### src/rtl/event_serializer_pkg.sv
// event_serializer_pkg: shared state encoding, default gap length and transaction-length helper.
package event_serializer_pkg;
   typedef enum logic [2:0] {S_IDLE, S_BIT, S_GAP, S_ACT, S_CLR, S_FIN} state_t;
   localparam int DEF_GAP_CYCLES = 59_999;
   function automatic int txn_cycles(input int word_w, input int gap_cycles, input bit parity);
      return 2 + (word_w + int'(parity)) * (gap_cycles + 1);
   endfunction
endpackage

### src/rtl/event_serializer_gap_timer.sv
// gap_timer: loadable down-counter; zero flags the cycle whose decrement reaches 0.
module gap_timer #(
   parameter int W = 16
) (
   input  logic         clk,
   input  logic         rst_n,
   input  logic         load,
   input  logic         dec,
   input  logic [W-1:0] load_val,
   output logic         zero
);
   logic [W-1:0] cnt_q;
   always_ff @(posedge clk or negedge rst_n)
      if (!rst_n) cnt_q <= '0;
      else if (load) cnt_q <= load_val;
      else if (dec && cnt_q != '0) cnt_q <= cnt_q - W'(1);
   assign zero = dec ? cnt_q <= W'(1) : cnt_q == '0;
endmodule

### src/rtl/event_serializer.sv
// event_serializer: replays a parallel word as spaced button-style events, MSB first.
// Define EVENT_SERIALIZER_PARITY_EN to append an even-parity bit before activity.
module event_serializer
   import event_serializer_pkg::*;
#(
   parameter int WORD_W     = 4,
   parameter int GAP_CYCLES = DEF_GAP_CYCLES
) (
   input  logic              clk,
   input  logic              rst_n,
   input  logic              start,
   input  logic [WORD_W-1:0] data,
   input  logic              clear_req,
   output logic              logic0,
   output logic              logic1,
   output logic              activity,
   output logic              activity_reset,
   output logic              busy,
   output logic              done
);
   localparam int GW = $clog2(GAP_CYCLES + 1);
   localparam int BW = $clog2(WORD_W + 2);
`ifdef EVENT_SERIALIZER_PARITY_EN
   localparam int NB = WORD_W + 1;
`else
   localparam int NB = WORD_W;
`endif
   state_t            state_q, state_d;
   logic [WORD_W-1:0] shift_q;
   logic [BW-1:0]     bcnt_q;
   logic              shift_in, gap_zero, accept;
   assign accept = state_q == S_IDLE && start;
`ifdef EVENT_SERIALIZER_PARITY_EN
   // Parity is shifted in behind the data so it reaches the MSB after the last data bit.
   logic par_q;
   always_ff @(posedge clk or negedge rst_n)
      if (!rst_n) par_q <= 1'b0;
      else if (accept) par_q <= ^data;
   assign shift_in = par_q;
`else
   assign shift_in = 1'b0;
`endif
   always_ff @(posedge clk or negedge rst_n)
      if (!rst_n) state_q <= S_IDLE;
      else state_q <= state_d;
   always_comb begin
      state_d = state_q;
      case (state_q)
         S_IDLE:       state_d = start ? S_BIT : clear_req ? S_CLR : S_IDLE;
         S_BIT:        state_d = S_GAP;
         S_GAP:        state_d = gap_zero ? (bcnt_q != '0 ? S_BIT : S_ACT) : S_GAP;
         S_ACT, S_CLR: state_d = S_FIN;
         default:      state_d = S_IDLE;
      endcase
   end
   always_comb begin
      logic1         = state_q == S_BIT && shift_q[WORD_W-1];
      logic0         = state_q == S_BIT && !shift_q[WORD_W-1];
      activity       = state_q == S_ACT;
      activity_reset = state_q == S_CLR;
      busy           = state_q inside {S_BIT, S_GAP, S_ACT, S_CLR};
      done           = state_q == S_FIN;
   end
   always_ff @(posedge clk or negedge rst_n)
      if (!rst_n) begin
         shift_q <= '0;
         bcnt_q  <= '0;
      end else if (accept) begin
         shift_q <= data;
         bcnt_q  <= BW'(NB);
      end else if (state_q == S_BIT) begin
         shift_q <= (shift_q << 1) | WORD_W'(shift_in);
         bcnt_q  <= bcnt_q - BW'(1);
      end
   gap_timer #(.W(GW)) u_gap (
      .clk      (clk),
      .rst_n    (rst_n),
      .load     (state_q == S_BIT),
      .dec      (state_q == S_GAP),
      .load_val (GW'(GAP_CYCLES)),
      .zero     (gap_zero)
   );
endmodule

### config.mk
export PLATFORM = sky130hd
export DESIGN_NAME = event_serializer
export DESIGN_NICKNAME = d
export VERILOG_FILES = /design/src/rtl/event_serializer_pkg.sv /design/src/rtl/event_serializer_gap_timer.sv /design/src/rtl/event_serializer.sv
export SDC_FILE = /design/constraint.sdc
export NUM_CORES = 1
export LEC_CHECK = 0
export CAP_MARGIN = 20
export CORE_ASPECT_RATIO = 0.75
export CORE_UTILIZATION = 35
export CTS_CLUSTER_DIAMETER = 80
export DETAILED_ROUTE_END_ITERATION = 10
export PLACE_DENSITY = 0.6
export SETUP_SLACK_MARGIN = 0.5
export SYNTH_ARGS = -nofsm -noshare
export SYNTH_HDL_FRONTEND = slang
export SYNTH_SLANG_ARGS = --single-unit
### constraint.sdc
create_clock -name clk -period 4.6 [get_ports clk]
set_input_delay 0.92 -clock clk [delete_from_list [all_inputs] [get_ports clk]]
set_output_delay 0.92 -clock clk [all_outputs]
set_load 0.02 [all_outputs]
* Yosys cells after proc, flatten, opt, wreduce, memory -nomap -nowiden
Cells that the tools add are included.
Storage, ports and cells: register bits 26, output and inout bits 6, word-level logic and storage cells 37
Operators by class: add/subtract/negate cells 2, order comparisons 1, eq/ne operators 5, multiplexer cells 12, reductions and logical operators 13
Operators by type and width (count):
- 16-bit 2-to-1 mux | 2
- 16-bit by 1-bit less-or-equal comparator with 1-bit output (second input constant) | 1
- 16-bit logical NOT | 1
- 16-bit nonzero test | 1
- 16-bit by 1-bit subtractor with 16-bit output (second input constant) | 1
- 3-bit 2-to-1 mux | 4
- 3-bit case mux with 4 select lines | 1
- 4-bit 2-to-1 mux | 2
- 3-bit by 2-bit equality test with 1-bit output (second input constant) | 2
- 3-bit equality test (second input constant) | 2
- 1-bit logical AND | 4
- 2-bit 2-to-1 mux | 2
- 2-bit nonzero test | 2
- 4-bit nonzero test | 1
- 3-bit by 1-bit equality test with 1-bit output (second input constant) | 1
- 3-bit logical NOT | 1
- 3-bit nonzero test | 1
- 3-bit by 1-bit subtractor with 3-bit output (second input constant) | 1
- 2-bit OR reduction | 1
- 1-bit logical NOT | 1
- 1-bit 2-to-1 mux | 1

* Logic depth before layout (Yosys ltp)
Gate-level depths: netlist of run 1.
depth after elaboration 4, mapped depth 7, mapped depth without buffers 6

* Cells and area by module
Synthesis of run 1 repeated with hierarchy kept, for this count alone.
Unflattened totals: cell total of the unflattened synthesis 179, area, all modules 1671.6 µm²
By module, submodules not included:
- gap_timer | times used 1, cells each 123, area each 1098.6 µm², seq. area each 400.4 µm²
- event_serializer | times used 1, cells each 56, area each 573.0 µm², seq. area each 250.2 µm²

* Worst setup path after synthesis of run 1
No wires, ideal clock.
path kind reg-to-output, start point register state_q[2], end point output port logic1, arrival time 1.615 ns, data required time 3.680 ns, path slack 2.065 ns, cell stages (with the launch flop) 5, path through dfrtp_1 clkbuf_1 nor3b_1 clkbuf_1 and2_1
Between the ends: cells in the longest elaborated chain, start to end 2
RTL lines:
- start: declaration | RTL line event_serializer.sv:28 | state_t state_q, state_d;
- start signal: assignment | RTL line event_serializer.sv:45 | else state_q <= state_d;
- 3-bit by 1-bit equality test with 1-bit output | RTL line event_serializer.sv:57 | logic1 = state_q == S_BIT && shift_q[WORD_W-1];
- 1-bit logical AND | RTL line event_serializer.sv:57
- end: declaration | RTL line event_serializer.sv:15 | output logic logic1,
Every way passes these cells.

* Worst setup path after layout of run 1
start point register state_q[2], end point output port logic0
Between the ends: cells in the longest elaborated chain, start to end 2
RTL lines:
- 3-bit by 1-bit equality test with 1-bit output | RTL line event_serializer.sv:58 | logic0 = state_q == S_BIT && !shift_q[WORD_W-1];
- 1-bit logical AND | RTL line event_serializer.sv:58
- end: declaration | RTL line event_serializer.sv:14 | output logic logic0,
Every way passes these cells.

==> impl_metrics.toml, run 1 <==
[run_status]
status = "completed"

[clock_tree]
root_buffer = "clkbuf_8"
cts_sinks = 26
numCtsBuffers = 3
cts_hold_buf = 0
clk_pin_slew_ps = 80
htree_levels = 1
post_cts_resized = 0
cts_post_setup_buffers_inserted = 0
insertion_delay_ps = 270
cts_buffer_depth = 2
cts_tree = "built"

[placed_design]
placed_area_um2 = 1648
gp_congestion = 0.8142
dpl_worst_slack_ps = 1756
numPortBuffers = 13
place_inst = 218
dp_hpwl_mm = 2.197

[grt]
grt_max_degree = 27
overflow = 0
antenna_found_initial = 0
grtUsageTotal_pct = 15.41
grt_pass1_wl_mm = 5.292
grt_pass1_vias = 1128

[logic_synthesis]
muxShareOfSynthArea_pct = 4.876
synthArstFlopShare_pct = 100.0
synth_top_cell_area_share_pct = 44.48
syn-num-nets = 169
synth_edf_count = 0
ys_warn_count = 0
synth_fa_ha_area_share_pct = 3.422
yosysSeqAreaShare_pct = 44.48
syn-instance-count = 157
syn_area_per_cell_um2 = 9.316
synth.distinct_cells = 43
yosysTopAreaCell = "dfrtp_1"
synth-simple-area-share_pct = 30.11
synth-main-ff-cell = "dfrtp_1"
synth_top_family_by_area = "simple AND/OR/NAND/NOR gates"
synth.cell_area_um2 = 1463
synth_seq_cells = 26
synth_xor_area_share_pct = 1.198
synth_compound_area_share_pct = 12.92
synth_area_leaders = "dfrtp_1 (44%), nor2_1 (4.6%), mux2i_1 (4.1%), nor4_1 (3.8%), ha_1 (3.4%)"

[detailed_routing]
totalWireLength_mm = 3.067
drc = 0
dr_total_vias = 1254
drt_iter0_drc = 89
wl_per_cell_um = 13.82
viasPerCell = 5.649
first_pass_iters = 4
drtAntennaViolNets = 0
met1Wirelength_mm = 1.471
met3WireLength_um = 171
wl_met2_mm = 1.389
highest-signal-layer = "met4"

[floorplan]
die-width_um = 76.65
initial_utilization_pct = 38.22
io_pins = 14
design.die.area_um2 = 4444
die_height_um = 57.99
num_rows = 19
coreArea_um2 = 3827

[sta]
clock_skew_ps = 5.690
fin_ws_ps = 1436
relSlewSlack_pct = 40.88
period_needed_ps = 3164
post-route-period-util_pct = 68.78
fin_setup_tns_ps = 0
worst_pin_slew_ps = 874.4
timing.final.hold_violations = 0
finalMaxSlewViolations = 0
max_freq_mhz = 316.1
rsz0062_at_grt = "false"
setup_viol = 0

[setup_path]
worstPathArrival_ps = 2240
endpoint_kind = "output pin"
max_stage_delay_ps = 670
path_class = "reg2out"
critPathMaxFanout = 16
cpMaxStageDelayCell = "or3_1"
critPathLaunch = "state_q[2]"
r2r_slack_ps = 2540
reg2reg_from = "u_gap.cnt_q[0]"
worstSetupEndpoint = "logic0"
cp.required_ps = 3680
r2r-end = "u_gap.cnt_q[1]"
path_cells = "or3_1 > nor2_1 > clkdlybuf4s50_1"
critPathLaunchType = "register"
r2r_cells = 6

[final_layout]
stdcell_count = 222
fill_cells = 356
n_antenna_cell = 0
drive_above_1_share_pct = 7.647
layout.nets = 183
design_area_um2 = 1703
area_growth_syn_to_layout_pct = 16.42

[power]
power.total_uw = 817.6
vdd_drop_max_mv = 0.2148
p_leak_uw = 0.0006280
power_density_nw_per_um2 = 480.1

[worst_hold_path]
min_path_type = "reg2reg"
worstHoldStart = "bcnt_q[1]"

[job]
drv_cap = 0
-- layout by cell type, fill, tap and decap left out, drive strengths merged, types with 2 or more instances in the layout --
cell / n
a31oi: 2
nand3: 5
o31ai: 4
nor4: 9
inv: 5
a211o: 3
nand4: 2
nand2: 14
a21oi: 2
or4: 3
nor3: 5
nor2b: 2
clkbuf: 4
nand2b: 2
o211ai: 2
clkdlybuf4s50: 13
ha: 4
or3: 3
buf: 2
nor2: 18
or2: 2
dfrtp: 26
nor3b: 5
and2: 4
mux2i: 6
o21ai: 6
xnor2: 2
o22ai: 2
-- logic make-up (layout without fill, tap and decap cells) --
logic type               Yosys count  count (layout)
AND/OR/NAND/NOR                   80              80
AO/OA/AOI/OAI                     27              27
flip-flops                        26              26
buffers and inverters             11              24
multiplexers                       7               7
adder cells (fa/ha/maj)            4               4
XOR/XNOR                           2               2
-- Yosys cell counts, drive strengths merged, types with 2 or more instances --
cell type and n:
a31oi 2, o22ai 2, buf 2, o21ai 6, nand2 14, nand2b 2, or4 3, nand4 2
inv 5, nor3 5, o211ai 2, nor2 18, or2 2, and2 4, or3 3, nand3 5
a21oi 2, clkbuf 4, ha 4, o31ai 4, nor4 9, nor2b 2, xnor2 2, mux2i 6
a211o 3, nor3b 5, dfrtp 26
-- report_power, final --
| group | internal (uW) | switching (uW) | total [uW] |
|---|---|---|---|
| Combinational | 147 | 189 | 336 |
| Clock | 76.6 | 72.4 | 149 |
| Sequential | 281 | 51.8 | 333 |
| Total | 504 | 313 | 818 |
-- metrics by stage --
stage / util (%) / hold WS (ps)
finish: 44.49 / 499.8
global route: 44.49 / 538.9
CTS: 44.49 / 505.1
detailed placement: 43.05 / 483.0
global placement: 43.05 / 467.5
floorplan: - / 449.8
-- cell type report --
class | count | area (um^2) | share of cell area (%)
clock buffer | 4 | 55.05 | 3.233
tap | 52 | 65.06 | 3.821
inverter | 5 | 18.77 | 1.102
multi-input combinational | 120 | 768.2 | 45.11
timing repair buffer | 15 | 145.1 | 8.523
sequential | 26 | 650.6 | 38.21
-- layer usage --
metal / vias to the layer above / global-route usage [%]
met4: 0 / 4.945
met5: - / 0
met2: 38 / 25.10
met3: 4 / 3.780
li1: 605 / -
met1: 607 / 20.44
-- flip-flops by register name, indices dropped and copies added, names as in the netlist --
name / cells
state_q: 3
u_gap.cnt_q: 16
bcnt_q: 3
shift_q: 4
-- worst min-delay path by stage --
stage | to | slack [ps] | depth (start not counted)
3_5_place_dp | bcnt_q[1] | 480 | 2
2_1_floorplan | bcnt_q[1] | 450 | 2
5_1_grt | bcnt_q[1] | 540 | 2
3_3_place_gp | bcnt_q[1] | 470 | 2
4_1_cts | bcnt_q[1] | 510 | 2
6_report | bcnt_q[1] | 500 | 2
-- critical path, delay by kind of cell, from the launching register on --
kind	cells	cell delay, ps
and+or+nand+nor	2	850
DFF	1	500
buffers and inverters	1	620
(Power assumes the default switching activity.)
==> run 2, diff against run 1 <==
Clock period 4.6 ns to 2.97 ns, I/O delays scaled along.
==> run 2 against run 1 <==
  * Flip-flop and latch count stayed put
  * Power is 58% higher
  * First-iteration DRC count is 48% lower
  * Final cell count is 0.90% higher
  * Non-clock buffer count is 2 higher
  * Via count is 3.4% lower
  * Highest routed layer unchanged
  * Largest cell class unchanged
  * Register-to-register slack worse by 1700 ps
  * Die area stayed put
  * Hold slack worse by 11 ps
  * Design area is 1.2% higher
==> impl_metrics.toml, run 2 (synthesis gave the netlist of run 1 again) <==
[final_layout]
mostFrequentLayoutCell = "dfrtp_1"
regMostFlops = "u_gap.cnt_q"
drive_above_1_share_pct = 9.302
multi_input_area_um2 = 773.2
fill_cells = 362
largest_reg_flops = 16
top_regs = "u_gap.cnt_q: 16 flops, shift_q: 4 flops"
area_growth_syn_to_layout_pct = 17.88
final_cell_mix = "dfrtp_1 (26), nor2_1 (18), nand2_1 (13)"
layout.nets = 185
n_antenna_cell = 0
stdcell_count = 224
register_area_um2 = 650.6

[detailed_routing]
drt_iter0_drc = 46
wl_per_cell_um = 14.42
viasPerCell = 5.406
drtAntennaViolNets = 0
totalWireLength_mm = 3.231
dr_total_vias = 1211
first_pass_iters = 4
drc = 0

[power]
p_leak_uw = 0.0006612
power_density_nw_per_um2 = 748.2
vdd_drop_max_mv = 0.4508

[sta]
fin_setup_tns_ps = 0
relSlewSlack_pct = 59.10
period_needed_ps = 2374
timing.final.hold_violations = 0
max_freq_mhz = 421.2
clock_skew_ps = 9.415
post-route-period-util_pct = 79.94
worst_pin_slew_ps = 608.0
finalMaxSlewViolations = 0
rsz0062_at_grt = "true"
setup_viol = 0

[floorplan]
initial_utilization_pct = 38.22
coreArea_um2 = 3827
die_height_um = 57.99
design.die.area_um2 = 4444
num_rows = 19
io_pins = 14
die-width_um = 76.65

[clock_tree]
clk_pin_slew_ps = 90
cts_tree = "built"
numCtsBuffers = 3
cts_sinks = 26
cts_hold_buf = 0
insertion_delay_ps = 270
htree_levels = 1
root_buffer = "clkbuf_8"
cts_buffer_depth = 2

[placed_design]
gp_congestion = 0.8057
place_inst = 220
dp_hpwl_mm = 2.374
numPortBuffers = 13

[setup_path]
path_class = "reg2out"
cp.required_ps = 2380
worstPathArrival_ps = 1780
critPathLaunchType = "register"
endpoint_kind = "output pin"
r2r_slack_ps = 890
critPathMaxFanout = 12

[grt]
grt_max_degree = 27
grt_pass1_vias = 1149
grtUsageTotal_pct = 15.72
overflow = 0
grt_pass1_wl_mm = 5.375
antenna_found_initial = 0

[worst_hold_path]
min_path_type = "reg2reg"

[job]
drv_cap = 0

[run_status]
status = "completed"
[run 2: routing by layer]
metal  vias up  routed length (um)  track usage [%]  part of all wire [%]
met5         -                   0                0                     0
met4         0                  30            5.769                  0.93
met3         4                 137            3.622                   4.2
met2        27                1478            25.61                    46
met1       573                1583            20.74                    49
li1        607                   -                -                     -
[run 2: worst paths after layout]
| check | startpoint | end | cells past startpoint |
|---|---|---|---|
| worst min-delay path | bcnt_q[1] | bcnt_q[1] | 2 |
| max in group asynchronous | rst_n | shift_q[3] | 2 |
| worst max-delay path | state_q[2] | logic1 | 3 |
| worst max register to register | state_q[1] | u_gap.cnt_q[6] | 4 |
| worst min register to register | bcnt_q[1] | bcnt_q[1] | 2 |
| min in group asynchronous | rst_n | u_gap.cnt_q[15] | 2 |
[run 2: critical path, cell delays in order (launching register included)]
cell	delay, ps
dfrtp_1	500
nor3b_2	250
and2_1	160
clkdlybuf4s50_1	600
[run 2: repair_timing]
action | in CTS | in global routing
endpoints found under the hold margin | 0 | 0
gates resized for setup | 2 | 1
buffers inserted | 0 | 0
setup endpoints to repair | 2 | 2
cloned | 0 | 0
[run 2: area by class of cell]
type	instances	share of cell area, %
Multi-Input combinational cell	120	44.85
Inverter	5	1.089
Sequential cell	26	37.74
Clock buffer	4	3.193
Timing Repair Buffer	17	9.361
Tap cell	52	3.774
[run 2: where the power goes]
group	switching (uW)	internal, uW	total, uW
combinational	298	240	538
sequential	85.4	435	521
clock	113	119	232
total	496	794	1290
[run 2: stage by stage]
| stage | total power, uW | utilization [%] | instance area (um^2) | hold WS, ps | setup WS (ps) |
|---|---|---|---|---|---|
| CTS | 1305 | 44.98 | 1722 | 495.4 | 562.8 |
| global route | 1395 | 45.05 | 1724 | 532.4 | 487.3 |
| detailed placement | 1066 | 43.45 | 1663 | 474.5 | 738.0 |
| finish | 1290 | 45.05 | 1724 | 488.6 | 595.8 |
| global placement | 1045 | 43.45 | 1663 | 464.0 | 761.0 |
| floorplan | 870.0 | - | 1463 | 298.4 | 760.8 |
==> run 3, diff against run 2 <==
Clock period 2.97 ns to 2.4 ns, I/O delays scaled along.
==> run 3 against run 2 <==
  * Worst setup slack got worse by 120 ps
  * Clock-buffer cell count unchanged
  * Clock power increased by 22%
  * Design area increased by 11%
  * Sequential share of layout area decreased by 3.6 points
  * Critical path type is now reg2reg
  * Largest cell class unchanged
==> impl_metrics.toml, run 3 (synthesis gave the netlist of run 1 again) <==
[grt]
overflow = 0
antenna_found_initial = 0
grtUsageTotal_pct = 16.17
grt_pass1_vias = 1232
grt_pass1_wl_mm = 5.609
grt_max_degree = 18

[final_layout]
fill_cells = 348
multi_input_area_um2 = 872.1
final_cell_mix = "dfrtp_1 (22), nor2_1 (16), buf_4 (16)"
area_growth_syn_to_layout_pct = 31.39
layout.nets = 200
stdcell_count = 239
register_area_um2 = 655.6
regMostFlops = "u_gap.cnt_q"
n_antenna_cell = 0
top_regs = "u_gap.cnt_q: 16 flops, shift_q: 4 flops"
drive_above_1_share_pct = 28.88
largest_reg_flops = 16
mostFrequentLayoutCell = "dfrtp_1"

[clock_tree]
clk_pin_slew_ps = 90
root_buffer = "clkbuf_8"
cts_hold_buf = 0
cts_sinks = 26
cts_tree = "built"
cts_buffer_depth = 2
numCtsBuffers = 3
insertion_delay_ps = 270
htree_levels = 1

[power]
vdd_drop_max_mv = 0.5961
power_density_nw_per_um2 = 921.1
p_leak_uw = 0.0007236

[detailed_routing]
viasPerCell = 5.615
drtAntennaViolNets = 0
drt_iter0_drc = 115
totalWireLength_mm = 3.643
drc = 0
first_pass_iters = 4
wl_per_cell_um = 15.24
dr_total_vias = 1342

[placed_design]
dp_hpwl_mm = 2.413
place_inst = 223
gp_congestion = 0.8064
numPortBuffers = 13

[setup_path]
critPathTopFamily = "simple AND/OR/NAND/NOR gates"
reg2reg_from = "u_gap.cnt_q[3]"
path_class = "reg2reg"
cp_num_buf_inv = 0
r2r_cells = 4
worstPathArrival_ps = 2120
critPathMaxFanout = 4
critPathLaunchType = "register"
path_cells = "or4_4 > a211o_1 > nor4_2 > mux2i_1"
r2r-end = "u_gap.cnt_q[12]"
r2r_slack_ps = 480
max_stage_delay_ps = 550
cp.required_ps = 2590
cpMaxStageDelayCell = "or4_4"
endpoint_kind = "register"

[sta]
max_freq_mhz = 519.9
finalMaxSlewViolations = 0
rsz0062_at_grt = "true"
clock_skew_ps = 8.968
fin_setup_tns_ps = 0
timing.final.hold_violations = 0
relSlewSlack_pct = 65.96
post-route-period-util_pct = 80.15
period_needed_ps = 1924
setup_viol = 0
worst_pin_slew_ps = 509.0

[floorplan]
initial_utilization_pct = 38.22
num_rows = 19
io_pins = 14
design.die.area_um2 = 4444
coreArea_um2 = 3827
die-width_um = 76.65
die_height_um = 57.99

[job]
drv_cap = 0

[worst_hold_path]
worstHoldStart = "bcnt_q[1]"
min_path_type = "reg2reg"
hold_end = "bcnt_q[1]"
whs_path_depth = 2

[run_status]
status = "completed"
run 3: timing repair:
action | in CTS | in global routing
gates cloned | 0 | 1
buffers inserted | 4 | 7
hold endpoints to repair | 0 | 0
endpoints found under the setup margin | 10 | 15
pin swaps | 0 | 4
resized for setup | 23 | 27
run 3: per-layer routing:
layer	up-vias	global-route usage (%)	share of wire [%]
li1	638	-	-
met1	664	21.02	46
met3	2	3.780	4.5
met2	38	27.41	49
met5	-	0	0
met4	0	4.396	0.44
run 3: worst max-delay path by stage:
| stage | start | to | slack [ps] | cells past startpoint |
|---|---|---|---|---|
| global route | u_gap.cnt_q[3] | u_gap.cnt_q[12] | 410 | 4 |
| floorplan | state_q[2] | logic1 | 460 | 4 |
| detailed placement | state_q[0] | logic0 | 350 | 4 |
| finish | u_gap.cnt_q[3] | u_gap.cnt_q[12] | 480 | 4 |
| CTS | state_q[1] | logic0 | 440 | 3 |
| global placement | state_q[1] | logic0 | 370 | 3 |
run 3: through the flow:
stage / worst slack (ps) / power [uW] / cell area, um^2 / hold WS [ps] / util (%)
after floorplan: 455.3 / 1086 / 1470 / 184.4 / -
after global placement: 374.7 / 1323 / 1705 / 466.9 / 44.56
after detailed placement: 352.8 / 1351 / 1705 / 485.7 / 44.56
after CTS: 439.1 / 1670 / 1809 / 505.4 / 47.27
after global routing: 408.2 / 1896 / 1922 / 542.9 / 50.21
final: 476.4 / 1770 / 1922 / 494.6 / 50.21
run 3: power by group:
group / leakage [uW] / internal (uW) / switching (uW)
registers: 0.000286 / 543 / 85.1
clock network: 0.0000288 / 147 / 135
logic: 0.000409 / 383 / 478
run 3: cell type report:
cell class,count,area share (%)
timing repair buffer,32,13.28
sequential,26,34.11
clock buffer,4,2.865
multi-input combinational,120,45.38
tap,52,3.385
inverter,5,0.9766
run 3: worst min-delay path: stages (launching register included):
cell	delay, ps
dfrtp_1	350
nand2_1	50
o21ai_0	60
